**src/rtl/mux_sel_arbiter.sv**
```systemverilog
// mux_sel_arbiter: round-robin owner selection for a shared 4:1 bit-select mux.
// Drives a registered one-hot grant plus the matching 2-bit mux select. A
// one-cycle TURN state sits between owners, so the select only moves on the
// edge that enters GRANT.
// Optional build macro MUX_ARB_TIMEOUT_EN adds a hold counter. When the
// counter has expired and a competitor is waiting, the owner is forcibly
// released and a one-cycle preempt pulse is produced. Without the macro,
// preempt stays low.
// Handshake: req[i] is a level request. The owner keeps grant for as long as
// it holds req[i]. Dropping req[i] is the only voluntary release, and a
// request that drops before it is granted is not remembered.
module mux_sel_arbiter #(
  parameter int HOLD_MAX = 8,
  parameter int CNT_W    = 8
) (
  input  logic       clk,
  input  logic       rst_n,
  input  logic [3:0] req,
  output logic [3:0] grant,
  output logic [1:0] control,
  output logic       busy,
  output logic       preempt
);

  typedef enum logic [1:0] {
    IDLE  = 2'd0,
    GRANT = 2'd1,
    TURN  = 2'd2
  } state_t;

  // state is left as a named signal so checkers can bind to it directly
  state_t     state;
  state_t     state_nxt;
  logic [1:0] ptr;
  logic [1:0] ptr_nxt;
  logic [3:0] grant_nxt;
  logic [1:0] control_nxt;
  logic       busy_nxt;
  logic       preempt_nxt;
  logic [1:0] winner;
  logic       owner_req;
  logic       others_req;
  logic       hold_expired;

  // control always holds the current (or last) owner index
  assign owner_req  = req[control];
  assign others_req = |(req & ~grant);

  // Round-robin scan: first requester at ptr, ptr+1, ... modulo 4
  always_comb begin
    logic       found;
    logic [1:0] idx;
    winner = ptr;
    found  = 1'b0;
    idx    = ptr;
    for (int k = 0; k < 4; k++) begin
      idx = ptr + 2'(k);
      if (!found && req[idx]) begin
        winner = idx;
        found  = 1'b1;
      end
    end
  end

`ifdef MUX_ARB_TIMEOUT_EN
  localparam logic [CNT_W-1:0] HOLD_LAST = CNT_W'(HOLD_MAX - 1);
  localparam logic [CNT_W-1:0] HOLD_SAT  = CNT_W'(HOLD_MAX);

  logic [CNT_W-1:0] cnt;
  logic [CNT_W-1:0] cnt_nxt;

  // Counter at or past its last allowed value stays expired, so a late
  // competitor still wins at the first edge it is seen
  assign hold_expired = (cnt >= HOLD_LAST) && others_req;

  // Hold counter: cleared while idle, counts GRANT cycles, saturates
  always_comb begin
    cnt_nxt = cnt;
    if (state == IDLE) begin
      cnt_nxt = '0;
    end else if (state == GRANT && cnt != HOLD_SAT) begin
      cnt_nxt = cnt + CNT_W'(1);
    end
  end

  // Hold counter register
  always_ff @(posedge clk or negedge rst_n) begin
    if (!rst_n) begin
      cnt <= '0;
    end else begin
      cnt <= cnt_nxt;
    end
  end
`else
  assign hold_expired = 1'b0;

  logic unused_cfg;
  assign unused_cfg = ^{HOLD_MAX, CNT_W, others_req};
`endif

  // Next-state and registered-output decode
  always_comb begin
    state_nxt   = state;
    grant_nxt   = grant;
    control_nxt = control;
    busy_nxt    = busy;
    preempt_nxt = 1'b0;
    ptr_nxt     = ptr;
    case (state)
      IDLE: begin
        if (|req) begin
          grant_nxt   = 4'b0001 << winner;
          control_nxt = winner;
          busy_nxt    = 1'b1;
          state_nxt   = GRANT;
        end
      end
      GRANT: begin
        if (!owner_req || hold_expired) begin
          grant_nxt   = 4'b0000;
          busy_nxt    = 1'b0;
          ptr_nxt     = control + 2'd1;
          state_nxt   = TURN;
          preempt_nxt = owner_req;
        end
      end
      TURN: begin
        state_nxt = IDLE;
      end
      default: begin
        state_nxt = IDLE;
        grant_nxt = 4'b0000;
        busy_nxt  = 1'b0;
      end
    endcase
  end

  // State and output registers; reset drops any grant immediately
  always_ff @(posedge clk or negedge rst_n) begin
    if (!rst_n) begin
      state   <= IDLE;
      grant   <= 4'b0000;
      control <= 2'b00;
      busy    <= 1'b0;
      preempt <= 1'b0;
      ptr     <= 2'b00;
    end else begin
      state   <= state_nxt;
      grant   <= grant_nxt;
      control <= control_nxt;
      busy    <= busy_nxt;
      preempt <= preempt_nxt;
      ptr     <= ptr_nxt;
    end
  end

endmodule

```
**config.mk**
```make
export PLATFORM = sky130hd
export DESIGN_NAME = mux_sel_arbiter
export DESIGN_NICKNAME = d
export VERILOG_FILES = /design/src/rtl/mux_sel_arbiter.sv
export SDC_FILE = /design/constraint.sdc
export NUM_CORES = 1
export LEC_CHECK = 0
export BUFFER_PORTS_ARGS = -buffer_cell sky130_fd_sc_hd__buf_2
export CAP_MARGIN = 20
export CORE_ASPECT_RATIO = 0.8
export CORE_UTILIZATION = 30
export CTS_BUF_LIST = sky130_fd_sc_hd__clkbuf_8 sky130_fd_sc_hd__clkbuf_16
export CTS_CLUSTER_DIAMETER = 200
export DETAILED_ROUTE_END_ITERATION = 8
export PLACE_DENSITY = 0.46
export SYNTH_ARGS = -nofsm -noshare
export SYNTH_HDL_FRONTEND = slang
export SYNTH_SLANG_ARGS = --single-unit
```
**constraint.sdc**
```tcl
create_clock -name clk -period 3.12 [get_ports clk]
set_input_delay 0.312 -clock clk [delete_from_list [all_inputs] [get_ports clk]]
set_output_delay 0.312 -clock clk [all_outputs]
set_load 0.01 [all_outputs]
```
Word-level counts from Yosys, hierarchy flattened
Cells that the tools add are included.
- bits in registers: 11
- bits of input ports: 6
- output and inout port bits: 8
- logic and storage cells: 58
- $add $sub $neg: 4
- $lt $le $gt $ge: 5
- equal/unequal tests: 4
- shift operators: 1
- multiplexer cells: 25
- bitwise operators: 2
- reduce and logical (&&, ||, !) cells: 12
- operator list (kind ; number):
    $lt 2x3->1 const B ; 5
    $pmux 4 s3 ; 1
    $bmux 1 s2 ; 5
    $mux 1 ; 10
    $mux 2 ; 5
    $mux 4 ; 2
    $reduce_and 2->1 ; 3
    $add 2x1->2 const B ; 2
    $add 2x2->2 const B ; 2
    $ne 2x2->1 const B ; 2
    $pmux 2 s2 ; 1
    $reduce_or 4->1 ; 1
    $shl 1x2->4 const A ; 1
    $logic_and 1x1->1 ; 3
    $logic_not 1->1 ; 3
    $pmux 1 s3 ; 1
    $reduce_and 3->1 ; 1
    $eq 2x1->1 const B ; 1
    $eq 2x2->1 const B ; 1
    $logic_not 2->1 ; 1
    $not 1->1 ; 2

Logic depth before layout (Yosys ltp)
Gate-level depths: netlist (run 1).
- depth in word-level cells: 15
- gate-level depth with buffers: 4
- mapped depth without buffers: 4

Worst setup path after synthesis (run 1)
Ideal clock, no wire load.
- path type: register -> register
- start: register control[0]
- end: register grant[0]
- library setup time: 0.122 ns
- data arrival time: 1.445 ns
- data required time: 2.998 ns
- slack: 1.553 ns
- cell stages (with the launch flop): 5
- path buffers: 0
- period minus slack after synthesis: 1.567 ns
- cell sequence: dfrtp_1 > mux4_2 > nand2b_1 > a21oi_1 > a32o_1
- cells in the longest elaborated chain, start to end: 4
- ends and longest elaborated chain (what ; RTL line ; RTL):
    start, declared ; 20 ; output logic [1:0] control,
    start signal, assigned ; 150 ; control <= control_nxt;
    $bmux 1 s2 ; 46 ; assign owner_req = req[control];
    $mux 1 (implied by the code) ; 46 ;
    $ne 2x2->1 (no source line) ; - ;
    $reduce_and 3->1 (no source line) ; - ;
    end signal, assigned ; 149 ; grant <= grant_nxt;
    end, declared ; 19 ; output logic [3:0] grant,
Every way passes these cells. The select of a mux whose other input is x is not followed.
A chain may end at the register's enable or synchronous reset.

Final worst setup path (run 1)
Same ends and word-level chain as after synthesis.

==> results.md, run 1 <==
- Status: finished, final reports clean
- Worst clock skew: 2.24 ps
- Setup TNS: 0 ps
- Net Count, Synth: 59
- RSZ-0062 raised after global routing: no
- Global-route wire length before repair: 1870 um
- Worst-path fanout max: 5
- Syn avg cell area: 10.7 sq um
- Worst path arrival time: 1770 ps
- Cells after DPL: 86
- Metal2 WL: 476 um
- Gpl congestion: 0.670
- R2R depth: 4
- DRT met1 WL: 617 um
- Port bufs: 12
- Ys Warns: 0
- Initial antenna violation count: 0
- CTS tree: done
- Root buffer cell: clkbuf_8
- Hpwl dp: 919 um
- Met3 wire len: 80 um
- Die W: 50.7 um
- Synthesized area: 569 sq um
- Max VDD drop: 462 uV
- Core area: 1710 sq um
- CTS resizes: 0
- Final Hold Violating Endpoints: 0
- # IOs: 14
- DRT Pass-1 Iters: 4
- Clock-pin slew on the worst setup and hold paths: 50 ps
- Clk sinks: 11
- Max-Cap Viols: 0
- Via count: 479
- Max Used Layer: met4
- Die Y: 41.0 um
- H-tree levels: 1
- Static Leak: 0.000313 uW
- Pin count of the biggest net entering global routing: 12
- Register area share after synthesis: 0.484
- Power per cell area: 997 nW/um^2
- Hold buffer count at cts: 1
- Worst-skew pair later-pin latency: 240 ps
- Initial Util: 0.333
- # DRC: 0
- Post-CTS setup repair buffer count: 0
- Peak Freq: 608 MHz
- Req. time, crit path: 3240 ps
- Final #Nets: 76
- Vias in the first global route: 400
- GR Util All Layers: 0.135
- P&R area growth vs syn: 23.7%
- WL per Instance: 13.0 um
- Share of cells above drive strength 1: 0.261
- Setup Crit Path Kind: flip-flop to flip-flop
- Number of synthesized register bits: 11
- Synth cell types: 25
- Fin crit share: 0.527
- Setup violators final: 0
- Worst hold path type: input pin to asynchronous set/reset pin
- Setup crit end kind: flip-flop
- Slew HR: 0.567
- Syn Inst Count: 53
- Violation count after the first detailed-route iteration: 9
- Reg-to-reg startpoint: control[0]
- Worst-Margin Slew: 645 ps
- Final wirelength: 1190 um
- Max clock buf depth: 2
- DIE AREA: 2080 sq um
- Final ANT Viol Nets: 0
- Fin. max-slew vios: 0
- GRT overflow: 0
- Util after Layout: 0.412
- Worst R2R End: grant[0]
- Reg-to-reg slack, setup: 1470 ps
- # rows: 13
- Num CTS Buffers: 3
- N_diodes: 0
- Crit start category: flip-flop
- Number of vias per cell: 5.26
- Tmin final: 1650 ps
- Final cell count without fillers: 91
-- area by class of cell --
cell class,count,area [sq um]
sequential,11,275
clock buffer,3,41.3
multi-input combinational,38,275
timing repair buffer,13,70.1
tap,22,27.5
clock inverter,1,3.75
fill,177,1000
inverter,3,11.3
-- Yosys cell counts --
master / number / area, sq um
o41ai_1: 1 / 8.76
o2111ai_1: 1 / 8.76
o2bb2ai_1: 2 / 17.5
conb_1: 1 / 3.75
and3b_1: 1 / 8.76
nor2_1: 3 / 11.3
nand2_1: 2 / 7.51
o22ai_1: 1 / 6.26
nand2b_1: 2 / 12.5
nor4_1: 1 / 6.26
xnor2_1: 1 / 8.76
nor3_1: 2 / 10.0
o211ai_1: 1 / 7.51
a2bb2oi_1: 1 / 8.76
o41a_1: 1 / 11.3
a32o_1: 2 / 20.0
nor3b_4: 1 / 18.8
a21oi_1: 5 / 25.0
dfrtp_1: 11 / 275
nor2b_1: 4 / 25.0
mux4_2: 1 / 22.5
inv_1: 3 / 11.3
buf_4: 1 / 7.51
mux2_2: 1 / 11.3
o21ai_0: 3 / 15.0
-- where the power goes --
group,switching [uW],total (uW),internal (uW)
logic,151,292,141
clock network,52.0,138,86.3
registers,66.7,272,205
-- logic make-up after synthesis --
kind of cell | synth area share
other | 0.00659
AND/OR/NAND/NOR | 0.176
multiplexers | 0.0593
XOR/XNOR | 0.0154
flip-flops | 0.484
AO/OA/AOI/OAI | 0.226
buffers and inverters | 0.0330
-- through the flow --
step | total power, uW | setup slack, ps | cell area [sq um] | hold slack, ps
after floorplan | 474 | 1550 | 569 | 16.4
after global placement | 576 | 1460 | 649 | 199
after detailed placement | 569 | 1460 | 649 | 198
after CTS | 714 | 1450 | 704 | 477
after global routing | 765 | 1350 | 704 | 505
final | 702 | 1470 | 704 | 475
-- how the worst max path moves through the flow --
| stage | startpoint | endpoint | cells past startpoint | slack (ps) |
|---|---|---|---|---|
| 2_1_floorplan | control[0] | grant[0] | 4 | 1550 |
| 3_3_place_gp | control[0] | grant[0] | 4 | 1460 |
| 3_5_place_dp | control[0] | grant[2] | 4 | 1460 |
| 4_1_cts | control[0] | grant[2] | 4 | 1450 |
| 5_1_grt | state[1] | grant[1] | 3 | 1350 |
| 6_report | control[0] | grant[0] | 4 | 1470 |
-- registers in the layout, summed over array words and instances, names as in the netlist --
name and cells:
busy 1, state 2, grant 4, ptr 2
control 2
-- worst max-delay path, cell delays in order, from the launching register on --
cell      delay (ps)
dfrtp_1          450
mux4_2           600
nand2b_1         100
a21oi_1          120
a32o_1           250
-- cells in the final DEF, fill, tap and decap left out, types with 2 or more instances in the layout --
master / Yosys / final
nor2b_1: 4 / 4
o21ai_0: 3 / 3
clkbuf_8: 0 / 3
nor2_1: 3 / 3
buf_2: 0 / 12
a21oi_1: 5 / 5
dfrtp_1: 11 / 11
o2bb2ai_1: 2 / 2
nor3_1: 2 / 2
nand2b_1: 2 / 2
a32o_1: 2 / 2
nand2_1: 2 / 2
inv_1: 3 / 4
-- routing by layer --
| layer | up-vias | GRT usage |
|---|---|---|
| li1 | 234 | - |
| met1 | 228 | 0.186 |
| met2 | 15 | 0.180 |
| met3 | 2 | 0.0481 |
| met4 | 0 | 0.0833 |
| met5 | - | 0 |
(Power assumes the default switching activity.)
==> inputs of run 2 (changes only) <==
--- a/config.mk
+++ b/config.mk
@@ -12,7 +12,7 @@
 export CTS_BUF_LIST = sky130_fd_sc_hd__clkbuf_8 sky130_fd_sc_hd__clkbuf_16
 export CTS_CLUSTER_DIAMETER = 200
 export DETAILED_ROUTE_END_ITERATION = 8
-export PLACE_DENSITY = 0.46
+export PLACE_DENSITY = 0.48
 export SYNTH_ARGS = -nofsm -noshare
 export SYNTH_HDL_FRONTEND = slang
 export SYNTH_SLANG_ARGS = --single-unit
==> constraint.sdc (replaced) <==
create_clock -name clk -period 1.3 [get_ports clk]
set_input_delay 0.13 -clock clk [delete_from_list [all_inputs] [get_ports clk]]
set_output_delay 0.13 -clock clk [all_outputs]
set_load 0.01 [all_outputs]
==> results.md, run 2 (synthesis results as in run 1) <==
- Status: finished with violations
- Failing checks: setup timing
- Setup crit end kind: flip-flop
- Initial Util: 0.333 (unchanged)
- Via count: 505 (+5.4%)
- DRT Pass-1 Iters: 4 (unchanged)
- Static Leak: 0.000390 uW (+25%)
- GRT overflow: 0 (unchanged)
- # DRC: 0 (unchanged)
- Cell family with most CP delay: multiplexers
- Buf/Inv on CP: 0 (unchanged)
- H-tree levels: 1 (unchanged)
- Req. time, crit path: 1460 ps (-1780 ps)
- WL per Instance: 12.9 um (-1.3%)
- Worst setup startpoint: control[0]
- Fin. max-slew vios: 0 (unchanged)
- Reg-to-reg startpoint: control[0]
- Met3 usage: 0.0333 (-0.0148)
- Max reg flops: 4 (unchanged)
- Sw frac: 0.363 (-0.0211)
- Number of vias per cell: 4.76 (-9.5%)
- Violation count after the first detailed-route iteration: 16 (+7)
- Fin crit share: 1.14 (+0.611)
- Worst-path fanout max: 5 (unchanged)
- Die Y: 41.0 um (unchanged)
- Fillers: 181 (+2.3%)
- Setup TNS: -1050 ps (-1050 ps)
- Max VDD drop: 1200 uV (+160%)
- Busiest grt layer: met1
- Sequential power share: 0.289 (-0.098)
- RSZ-0062 raised after global routing: yes
- Final wirelength: 1370 um (+15%)
- Cell internal pwr: 1310 uW (+200%)
- # rows: 13 (unchanged)
- Final Hold Violating Endpoints: 0 (unchanged)
- Combinational cell fraction of total power: 0.546 (+0.130)
- Clk sinks: 11 (unchanged)
- Pin count of the biggest net entering global routing: 12 (unchanged)
- Vias in the first global route: 460 (+15%)
- GR Util All Layers: 0.157 (+0.0217)
- Clock Power Share: 0.165 (-0.032)
- Power per cell area: 2440 nW/um^2 (+140%)
- Clock-pin slew on the worst setup and hold paths: 50 ps (about the same)
- Share of cells above drive strength 1: 0.452 (+0.192)
- Gpl congestion: 0.760 (+13%)
- Global-route wire length before repair: 2170 um (+16%)
- Worst-skew pair later-pin latency: 240 ps (about the same)
- Max clock buf depth: 2 (unchanged)
- Commonest non-fill, non-tap cells in the layout: 14 x buf_4, 11 x buf_2, 10 x dfrtp_1, 4 x nor2b_1, 4 x a21oi_1
- Final #Nets: 91 (+20%)
- Worst path arrival time: 1640 ps (-130 ps)
- Tmin final: 1480 ps (-165 ps)
- Worst hold path type: input pin to asynchronous set/reset pin
- Setup violators final: 9 (+9)
- Hpwl dp: 1040 um (+13%)
- Crit start category: flip-flop
- CP max-delay cell: mux4_2
- Met1 global-route usage: 0.231 (+0.0448)
- Die W: 50.7 um (unchanged)
- Worst clock skew: 4.94 ps (+2.71 ps)
- Routing usage on met2: 0.203 (+0.0233)
- Setup ws final: -180 ps (-1650 ps)
- P&R area growth vs syn: 48.4%
- Pre-CTS WS: -144 ps (-1610 ps)
- Total net switching power: 748 uW (+180%)
- Crit-path cells: mux4_2, nor3b_4, nor2_1, a21oi_1
- Max-Cap Viols: 0 (unchanged)
- Initial antenna violation count: 0 (unchanged)
- Core area: 1710 sq um (unchanged)
- # IOs: 14 (unchanged)
- Port bufs: 12 (unchanged)
- CTS tree: done
- Hold slack: 291 ps (-184 ps)
- Num CTS Buffers: 3 (unchanged)
- N_diodes: 0 (unchanged)
- Util after Layout: 0.495 (+0.0821)
- DIE AREA: 2080 sq um (unchanged)
- Peak Freq: 676 MHz (+11%)
- Largest Register: grant
- Most common cell after layout, fill and taps aside: buf_4
- Setup Crit Path Kind: flip-flop to flip-flop
- Root buffer cell: clkbuf_8
- CP peak stage delay: 550 ps (-50 ps)
- Final ANT Viol Nets: 0 (unchanged)
run 2: cell count changes in the layout (fill, tap and decap cells not counted), sizes merged:
cell and change:
clkinv +1, buf +15, inv -1
run 2: worst register-to-register path, cell delays in order (launching register included):
cell     delay [ps]
dfrtp_2         360
mux4_2          550
nor3b_4         290
nor2_1           60
a21oi_1         130
run 2: what timing repair did:
item                                   CTS  global route
pin swaps                                4             2
setup endpoints to repair               11            10
buffers inserted                         1             1
hold buffers                             1             0
endpoints found under the hold margin   11             0
resized for setup                        2             2
run 2: metrics by stage:
| stage | cell area [sq um] | std cells | power, uW |
|---|---|---|---|
| finish | 845 | 106 | 2060 |
| global route | 845 | 106 | 2230 |
| CTS | 827 | 105 | 2020 |
| detailed placement | 757 | 99 | 1630 |
| global placement | 757 | 99 | 1610 |
| floorplan | 579 | 53 | 1170 |
run 2: routing by layer:
| layer | up-vias | wire length [um] | share of wire |
|---|---|---|---|
| li1 | 259 | - | - |
| met1 | 235 | 752 | 0.55 |
| met2 | 9 | 541 | 0.40 |
| met3 | 2 | 56 | 0.041 |
| met4 | 0 | 15 | 0.011 |
| met5 | - | 0 | 0 |
run 2: layout make-up:
| class | instances | area [sq um] | area share |
|---|---|---|---|
| well taps | 22 | 27.5 | 0.0326 |
| clock buffers | 3 | 41.3 | 0.0489 |
| multi-input cells | 38 | 290 | 0.344 |
| repair buffers | 28 | 193 | 0.228 |
| clock inverters | 1 | 5.00 | 0.00593 |
| inverters | 3 | 11.3 | 0.0133 |
| flip-flops and latches | 11 | 277 | 0.327 |
run 2: final timing paths:
path                              endpoint  slack, ps  cells past startpoint
worst max-delay path                ptr[1]       -180                      4
worst min-delay path              grant[2]        290                      2
worst max register to register      ptr[1]       -180                      4
worst min register to register    grant[1]        480                      1
max in group asynchronous       control[0]        780                      2
min in group clk                  grant[3]        420                      4
run 2: power by group through the flow:
| stage | clock network, uW | logic (uW) | registers (uW) |
|---|---|---|---|
| floorplan | 0 | 489 | 677 |
| global placement | 0 | 1020 | 594 |
| detailed placement | 0 | 1020 | 600 |
| CTS | 354 | 1070 | 594 |
| global route | 377 | 1240 | 617 |
| finish | 341 | 1130 | 594 |
